$ cat config.mk
export PLATFORM = sky130hd
export DESIGN_NAME = counter_ctrl
export DESIGN_NICKNAME = d
export VERILOG_FILES = /design/src/rtl/counter_ctrl.sv
export SDC_FILE = /design/constraint.sdc
export NUM_CORES = 1
export LEC_CHECK = 0
export ABC_AREA = 1
export CORE_MARGIN = 3
export CORE_UTILIZATION = 45
export DETAILED_ROUTE_END_ITERATION = 12
export PLACE_DENSITY = 0.7
export SLEW_MARGIN = 20
export SYNTH_ARGS = -nofsm -noshare
export SYNTH_HDL_FRONTEND = slang
export SYNTH_SLANG_ARGS = --single-unit
$ cat constraint.sdc
create_clock -name clk -period 2.1 [get_ports clk]
set_input_delay 0.315 -clock clk [delete_from_list [all_inputs] [get_ports clk]]
set_output_delay 0.315 -clock clk [all_outputs]
set_load 0.01 [all_outputs]
$ cat src/rtl/counter_ctrl.sv
// rtl/counter_ctrl.sv - sequenced up-counter with one-shot/periodic modes and sticky interrupt
module counter_ctrl #(
  parameter int                WIDTH        = 4,
  parameter logic [WIDTH-1:0]  DEFAULT_TERM = {WIDTH{1'b1}}
) (
  input  logic             clk,
  input  logic             rst,
  input  logic             start,
  input  logic             stop,
  input  logic             mode,
  input  logic             cfg_we,
  input  logic [WIDTH-1:0] cfg_term,
  input  logic             irq_ack,
  output logic [WIDTH-1:0] count,
  output logic             busy,
  output logic             tc_pulse,
  output logic             irq,
  output logic             overrun,
  output logic             cfg_err
);

  typedef enum logic [1:0] {
    ST_IDLE  = 2'd0,
    ST_RUN   = 2'd1,
    ST_PAUSE = 2'd2,
    ST_DONE  = 2'd3
  } state_e;

  state_e           state_q, state_d;
  logic [WIDTH-1:0] count_q, count_d;
  logic [WIDTH-1:0] term_q, term_d;
  logic             mode_q, mode_d;
  logic             busy_q, busy_d;
  logic             tc_q, tc_d;
  logic             irq_q, irq_d;
  logic             ovr_q, ovr_d;
  logic             err_q, err_d;
  logic             hit;

  always_ff @(posedge clk) begin
    if (!rst) begin
      state_q <= ST_IDLE;
      count_q <= '0;
      term_q  <= DEFAULT_TERM;
      mode_q  <= 1'b0;
      busy_q  <= 1'b0;
      tc_q    <= 1'b0;
      irq_q   <= 1'b0;
      ovr_q   <= 1'b0;
      err_q   <= 1'b0;
    end else begin
      state_q <= state_d;
      count_q <= count_d;
      term_q  <= term_d;
      mode_q  <= mode_d;
      busy_q  <= busy_d;
      tc_q    <= tc_d;
      irq_q   <= irq_d;
      ovr_q   <= ovr_d;
      err_q   <= err_d;
    end
  end

  always_comb begin
    state_d = state_q;
    count_d = count_q;
    term_d  = term_q;
    mode_d  = mode_q;
    err_d   = 1'b0;
    hit     = 1'b0;

    case (state_q)
      ST_IDLE: begin
        // stop beats start even here, so a simultaneous pair leaves us idle
        if (start && !stop) begin
          state_d = ST_RUN;
          count_d = '0;
          mode_d  = mode;
        end
        if (cfg_we) term_d = cfg_term;
      end
      ST_RUN: begin
        if (stop) begin
          state_d = ST_PAUSE;
        end else if (count_q != term_q) begin
          count_d = count_q + WIDTH'(1);
        end else begin
          hit = 1'b1;
          if (mode_q) count_d = '0;
          else        state_d = ST_DONE;
        end
        if (cfg_we) err_d = 1'b1;
      end
      ST_PAUSE: begin
        if (stop) begin
          state_d = ST_IDLE;
          count_d = '0;
        end else if (start) begin
          state_d = ST_RUN;
        end
        if (cfg_we) err_d = 1'b1;
      end
      ST_DONE: begin
        if (stop) begin
          state_d = ST_IDLE;
          count_d = '0;
        end else if (start) begin
          state_d = ST_RUN;
          count_d = '0;
          mode_d  = mode;
        end
        if (cfg_we) term_d = cfg_term;
      end
      default: begin
        state_d = ST_IDLE;
        count_d = '0;
      end
    endcase
  end

  // A terminal hit always sets irq; an ack coinciding with a hit only clears overrun.
  always_comb begin
    tc_d  = hit;
    irq_d = irq_q;
    ovr_d = ovr_q;
    if (hit) begin
      irq_d = 1'b1;
      if (irq_ack)    ovr_d = 1'b0;
      else if (irq_q) ovr_d = 1'b1;
    end else if (irq_ack) begin
      irq_d = 1'b0;
      ovr_d = 1'b0;
    end
  end

  assign busy_d = (state_d == ST_RUN) || (state_d == ST_PAUSE);

  assign count    = count_q;
  assign busy     = busy_q;
  assign tc_pulse = tc_q;
  assign irq      = irq_q;
  assign overrun  = ovr_q;
  assign cfg_err  = err_q;

endmodule
-- Word-level counts from Yosys, hierarchy flattened
Index checks and enable logic that the tools add are counted.
- flip-flop bits (word level): 16
- output and inout port bits: 9
- $add $sub $neg: 1
- equal/unequal tests: 13
- mux-type cells: 28
- reductions and logical operators: 15
- operator list (operator ; number):
    4-bit 2-to-1 mux ; 7
    4-bit one-hot mux with 4 select lines ; 1
    1-bit 2-to-1 mux ; 12
    2-bit 2-to-1 mux ; 6
    2-bit != test, second input constant ; 5
    2-bit == test, second input constant ; 3
    3-bit != test, second input constant ; 2
    2-bit one-hot mux with 3 select lines ; 1
    2-bit AND reduction ; 3
    2-bit nonzero test ; 3
    2-bit OR reduction ; 3
    5-bit AND reduction ; 1
    4-bit by 1-bit adder with 4-bit output, second input constant ; 1
    2-bit by 1-bit == test with 1-bit output, second input constant ; 2
    4-bit != test ; 1
    4-bit AND reduction ; 1
    2-bit zero test ; 1
    1-bit one-hot mux with 2 select lines ; 1
    1-bit logical AND ; 1
    1-bit zero test ; 1
    1-bit logical OR ; 1

-- Longest topological paths before layout
Gate-level depths: netlist (run 1).
- depth in word-level cells: 6
- mapped depth: 13
- mapped depth without buffers: 13

-- Worst setup path after synthesis (run 1)
OpenSTA, ideal clock, no wires.
- path type: register to register
- start: register state_q[0]
- end: register count_q[2], in the netlist count[2]
- library setup time: 0.064 ns
- arrival time: 1.340 ns
- data required time: 2.036 ns
- setup slack: 0.697 ns
- cell stages (with the launch flop): 13
- clock period less this slack: 1.403 ns
- cell sequence: dfxtp_1 -> inv_1 -> ha_1 -> inv_1 -> nand2_1 -> nand3_1 -> o211a_1 -> nand2_4 -> inv_2 -> nand2_2 -> nand2_1 -> nand2_1 -> nor2_1
- longest elaborated chain between the ends: 3
- RTL lines (item ; line ; text):
    from (decl) ; 29 ; state_e state_q, state_d;
    from (signal assigned) ; 52 ; state_q <= state_d;
    2-bit by 1-bit == test with 1-bit output (tied with other cells) ; 72 ; case (state_q)
    3-bit != test (no source line) / 2-bit != test (equally long branches) ; - ;
    5-bit AND reduction (no source line) ; - ;
    to (signal assigned) ; 53 ; count_q <= count_d;
    to (decl) ; 30 ; logic [WIDTH-1:0] count_q, count_d;
Several ways; a longest one is shown, not always the timed one.
A chain may end at the register's enable or synchronous reset.

-- Worst setup path after layout (run 1)
Ends and elaborated chain as after synthesis.

==> reports/metrics.yaml, run 1 <==
worst_setup_path:
  crit_path_frequent_cell: "nand2_1"
  slowest_stage: "dfxtp_1"
  worst-endpoint-required_ps: 2330
  worst-path-buf-inv: 3
  crit_family: "flip-flops"
  path_cells: "inv_1, ha_1, inv_1, nand2_1, nand3_1, o211a_1, nand2_4, inv_2, nand2_2, nand2_1, nand2_1, nor2_1"
  crit_path_max_incr_delay_ps: 460
  arrival_ps: 1890
  crit_fanout: 6
  cp-start-kind: "flop"
  critPathKind: "reg -> reg"
  endpoint_kind: "flop"
yosys:
  synth_seq_area_share_pct: 34.7
  ys_seq_elements: 16
  syn_nets: 143
  synth_cells: 126
  ys_types: 23
  synthesis.area_sq_um: 923
  yosysWarnings: 0
  post_synth.cell_area_avg_sq_um: 7.33
floorplanning:
  dieArea_sq_um: 2630
  coreArea_sq_um: 1840
  die_x_microns: 51.3
  rows: 15
  die_y_microns: 51.3
  initial_utilization_pct: 50.2
  num_io_pins: 20
placed_design:
  globalplace.congestion: 0.834
  portBuffers: 19
  dpl_cell_area_sq_um: 1130
  pre_cts_slack_ps: 415
  dp_hpwl_microns: 1440
  place_inst: 169
clock_tree:
  clk_pin_slew_worst_paths_ps: 100
  clockRootBuffer: "clkbuf_4"
  cts.sinks: 16
  post_cts_buffers: 0
  cts_max_level: 1
  hold_buffers: 0
  cts_tree: "built"
  clk-insertion-delay-late_ps: 290
  cts_inserted_buffers: 3
  cts_buffer_depth: 2
  ctsResizeCount: 0
finish:
  final_cell_mix: "26 x nand2_1, 19 x clkdlybuf4s50_1, 18 x inv_1"
  final_cells: 173
  layout.nets: 166
  multi_input_area_sq_um: 517
  regArea_sq_um: 320
  areaGrowthSynthToFinish_pct: 26.7
  final_common_cell: "nand2_1"
  finalInstanceArea_sq_um: 1170
  n_fill_cell: 188
  drive_gt1_share_pct: 14.9
  antenna_cells: 0
timing:
  skew_ps: 2.56
  setup_viol: 0
  min_period_ps: 1660
  worstMarginPinSlew_ps: 542
  tns_ps: 0
  slew_violations: 0
  hold_viol: 0
  rsz0062_at_grt: "false"
  fin_ws_ps: 441
  period_share_pct: 79.0
  slew_headroom_pct: 63.8
  fmax_ghz: 0.603
power:
  p_leak_uw: 0.000522
  total_power_uw: 666
  peakVddDrop_mv: 0.329
  powerDensity_nw_per_um2: 569
global_routing:
  gr-total-overflow: 0
  grt_antenna_before_repair: 0
  grt_pass1_vias: 727
  grt_first_pass_wirelength_microns: 3220
  grt_max_degree: 13
  grt_use_total_pct: 16.3
route:
  first_iter_violations: 15
  routed_wirelength_microns: 1860
  wire_per_inst_microns: 10.8
  vias_per_cell: 4.70
  vias: 813
  first_pass_iters: 4
  drc: 0
  ant_nets: 0
run:
  cap_viol_max_count: 0
hold_path:
  min_path_type: "reg -> reg"
status:
  outcome: "complete, no violations"
[metrics by stage]
step	hold slack (ps)	util [%]
4_1_cts	521	63.6
3_3_place_gp	479	61.6
2_1_floorplan	436	-
6_report	521	63.6
3_5_place_dp	505	61.6
5_1_grt	548	63.6
[state kept, by name, summed over array words and instances, names as in the netlist]
register,flops
mode_q,1
term_q,4
busy,1
tc_pulse,1
overrun,1
count,4
state_q,2
irq,1
cfg_err,1
[tightest hold or removal path, stage by stage, from the launching register on]
cell and delay (ps):
dfxtp_1 320, inv_1 60, o211ai_1 90
[layout make-up]
type / instances / share of cell area, %
Multi-Input combinational cell: 89 / 44.2
Sequential cell: 16 / 27.4
Timing Repair Buffer: 19 / 16.3
Inverter: 20 / 6.42
Clock buffer: 4 / 3.10
Tap cell: 25 / 2.67
[metal layers]
| layer | track usage (%) | vias to the layer above | share of wire (%) |
|---|---|---|---|
| met4 | 5.24 | 0 | 0.97 |
| met2 | 24.2 | 18 | 44 |
| li1 | - | 443 | - |
| met3 | 4.66 | 4 | 5.4 |
| met5 | 0 | - | 0 |
| met1 | 22.6 | 348 | 50 |
[path summary, 6_finish.rpt]
| kind | from | to | slack [ps] | cells past startpoint |
|---|---|---|---|---|
| setup / recovery | state_q[0] | count[2] | 440 | 12 |
| hold / removal | term_q[1] | term_q[1] | 520 | 2 |
| setup reg to reg | state_q[0] | count[2] | 440 | 12 |
| hold reg to reg | term_q[1] | term_q[1] | 520 | 2 |
[power breakdown]
group / switching (uW) / internal, uW / total [uW]
Combinational: 70.7 / 56.7 / 127
Clock: 104 / 106 / 210
Sequential: 10.9 / 318 / 329
[Yosys cell counts]
| master | n | share of area [%] |
|---|---|---|
| ha_1 | 6 | 8.1 |
| o21ai_0 | 8 | 4.3 |
| nand2_1 | 26 | 11 |
| nor2_1 | 11 | 4.5 |
| nor2_2 | 1 | 0.68 |
| nor2_4 | 2 | 2.4 |
| xor2_1 | 1 | 0.95 |
| inv_1 | 18 | 7.3 |
| nand2_4 | 1 | 1.2 |
| a21oi_2 | 1 | 0.95 |
| nand3_2 | 1 | 1.1 |
| inv_2 | 2 | 0.81 |
| o21ai_1 | 1 | 0.54 |
| o211ai_1 | 4 | 3.3 |
| nand4_1 | 1 | 0.68 |
| o211a_1 | 1 | 1.1 |
| dfxtp_1 | 16 | 35 |
| a21oi_4 | 1 | 1.8 |
| nand3_1 | 8 | 4.3 |
| nand2_2 | 9 | 6.1 |
| and2_1 | 1 | 0.68 |
| a21oi_1 | 5 | 2.7 |
| buf_6 | 1 | 1.2 |
[cell families after synthesis]
kind of cell / Yosys count / synth area share (%)
buffers and inverters: 21 / 9.35
adder cells (fa/ha/maj): 6 / 8.13
AO/OA/AOI/OAI: 21 / 14.6
AND/OR/NAND/NOR: 61 / 32.2
XOR/XNOR: 1 / 0.949
flip-flops: 16 / 34.7
No activity file was read; power rests on OpenSTA's default activity.
==> inputs of run 2 (changes only) <==
--- a/config.mk
+++ b/config.mk
@@ -7,9 +7,9 @@
 export LEC_CHECK = 0
 export ABC_AREA = 1
 export CORE_MARGIN = 3
-export CORE_UTILIZATION = 45
+export CORE_UTILIZATION = 44
 export DETAILED_ROUTE_END_ITERATION = 12
-export PLACE_DENSITY = 0.7
+export PLACE_DENSITY = 0.72
 export SLEW_MARGIN = 20
 export SYNTH_ARGS = -nofsm -noshare
 export SYNTH_HDL_FRONTEND = slang
==> constraint.sdc (replaced) <==
create_clock -name clk -period 1.4 [get_ports clk]
set_input_delay 0.21 -clock clk [delete_from_list [all_inputs] [get_ports clk]]
set_output_delay 0.21 -clock clk [all_outputs]
set_load 0.01 [all_outputs]
==> reports/metrics.yaml, run 2 (synthesized netlist as in run 1, its figures left out) <==
global_routing:
  grt_max_degree: 10  # was 13
  grt_first_pass_wirelength_microns: 3710  # was 3220 microns
  gr-total-overflow: 0  # unchanged
  grt_pass1_vias: 891  # was 727
  grt_use_total_pct: 18.5  # was 16.3%
  grt_antenna_before_repair: 0  # unchanged
worst_setup_path:
  crit_fanout: 4  # was 6
  critPathKind: "reg -> reg"  # unchanged
  cp-start-kind: "flop"  # unchanged
  worst-endpoint-required_ps: 1580  # was 2330 ps
  endpoint_kind: "flop"  # unchanged
  arrival_ps: 1590  # was 1890 ps
finish:
  final_cells: 189  # was 173
  layout.nets: 182  # was 166
  drive_gt1_share_pct: 38.4  # was 14.9%
  areaGrowthSynthToFinish_pct: 47.8  # was 26.7%
  finish.utilization_pct: 73.5  # was 63.6%
  antenna_cells: 0  # unchanged
  final_cell_mix: "21 x nand2_1, 16 x buf_4, 14 x inv_1"  # was 26 x nand2_1, 19 x clkdlybuf4s50_1, 18 x inv_1
  n_fill_cell: 132  # was 188
  final_common_cell: "nand2_1"  # unchanged
power:
  p_leak_uw: 0.000680  # was 0.000522 uW
  total_power_uw: 1040  # was 666 uW
  peakVddDrop_mv: 0.518  # was 0.329 mV
  powerDensity_nw_per_um2: 762  # was 569 nW/um^2
timing:
  fin_ws_ps: -9.81  # was 441 ps
  hold_viol: 0  # unchanged
  tns_ps: -17.9  # was 0 ps
  setup_viol: 3  # was 0
  fmax_ghz: 0.709  # was 0.603 GHz
  slew_violations: 0  # unchanged
  period_share_pct: 101  # was 79.0%
  min_period_ps: 1410  # was 1660 ps
  rsz0062_at_grt: "true"  # was false
  worstMarginPinSlew_ps: 309  # was 542 ps
  skew_ps: 14.3  # was 2.56 ps
  slew_headroom_pct: 79.2  # was 63.8%
floorplanning:
  dieArea_sq_um: 2680  # was 2630 sq um
  num_io_pins: 20  # unchanged
  die_x_microns: 51.8  # was 51.3 microns
  die_y_microns: 51.8  # was 51.3 microns
  initial_utilization_pct: 49.7  # was 50.2%
  coreArea_sq_um: 1860  # was 1840 sq um
  rows: 15  # unchanged
placed_design:
  dp_hpwl_microns: 1800  # was 1440 microns
  globalplace.congestion: 0.760  # was 0.834
  portBuffers: 19  # unchanged
  place_inst: 184  # was 169
  pre_cts_slack_ps: -175  # was 415 ps
route:
  routed_wirelength_microns: 2320  # was 1860 microns
  wl_met3_microns: 118  # was 100 microns
  first_pass_iters: 4  # unchanged
  ant_nets: 0  # unchanged
  met1_length_microns: 989  # was 929 microns
  wire_per_inst_microns: 12.2  # was 10.8 microns
  vias: 949  # was 813
  vias_per_cell: 5.02  # was 4.70
  first_iter_violations: 10  # was 15
  top_layer: "met4"  # unchanged
  drc: 0  # unchanged
  met2_length_microns: 1160  # was 816 microns
clock_tree:
  hold_buffers: 0  # unchanged
  cts_inserted_buffers: 3  # unchanged
  cts_max_level: 1  # unchanged
  cts_tree: "built"  # unchanged
  clockRootBuffer: "clkbuf_4"  # unchanged
  cts_buffer_depth: 2  # unchanged
  cts.sinks: 16  # unchanged
  clk_pin_slew_worst_paths_ps: 100  # about the same
  clk-insertion-delay-late_ps: 280  # was 290 ps
hold_path:
  min_path_type: "in -> reg"  # was reg -> reg
run:
  cap_viol_max_count: 0  # unchanged
status:
  violations: "negative setup slack"
  outcome: "finished, violations left"  # was complete, no violations
## run 2: cell count changes in the layout (fill, tap and decap cells not counted), moves of 4 or more
cell / previous run / this run
clkdlybuf4s50_1: 19 / 13
inv_1: 18 / 14
dfxtp_1: 16 / 7
nand2_2: 9 / 13
buf_4: 0 / 16
dfxtp_2: 0 / 7
nand2_1: 26 / 21
## run 2: what timing repair did
item                                    4_1_cts  5_1_grt
pin swaps                                     3        7
endpoints found under the setup margin       10       11
resized for setup                            15       23
endpoints found under the hold margin         0        0
setup buffers                                 1        0
## run 2: layer usage
metal	vias up	GRT usage (%)
met5	-	0
met3	6	3.44
met1	441	21.3
li1	478	-
met4	0	5.24
met2	24	34.3
## run 2: critical path, stage by stage, from the launching register on
cell,delay [ps]
dfxtp_2,370
inv_2,60
buf_4,130
ha_1,230
o21ai_0,90
nand2_1,110
a21oi_4,160
nand2_2,70
nand2_2,60
nor2_2,30
## run 2: power breakdown
part	leakage, uW	total (uW)	internal (uW)	switching (uW)
Combinational	0.000525	251	117	134
Clock	0.0000210	300	158	142
Sequential	0.000133	489	475	13.3
Total	0.000680	1040	750	290
## run 2: through the flow
step                instance area, sq um  hold WS (ps)
floorplan                            925           331
global placement                    1250           479
detailed placement                  1250           506
CTS                                 1310           495
global route                        1370           495
finish                              1370           487
## run 2: worst paths after layout
| check | startpoint | end | slack, ps | cells past startpoint |
|---|---|---|---|---|
| worst max-delay path | state_q[0] | busy | -10 | 9 |
| worst min-delay path | cfg_term[0] | term_q[0] | 490 | 3 |
| worst max register to register | state_q[0] | busy | -10 | 9 |
| worst min register to register | count[3] | count[3] | 510 | 2 |
## run 2: layout make-up
class,instances,area (sq um),share of cell area [%]
well taps,25,31.3,2.29
flip-flops and latches,16,337,24.7
multi-input cells,89,569,41.7
repair buffers,35,314,23.0
inverters,20,77.6,5.68
clock buffers,4,36.3,2.66
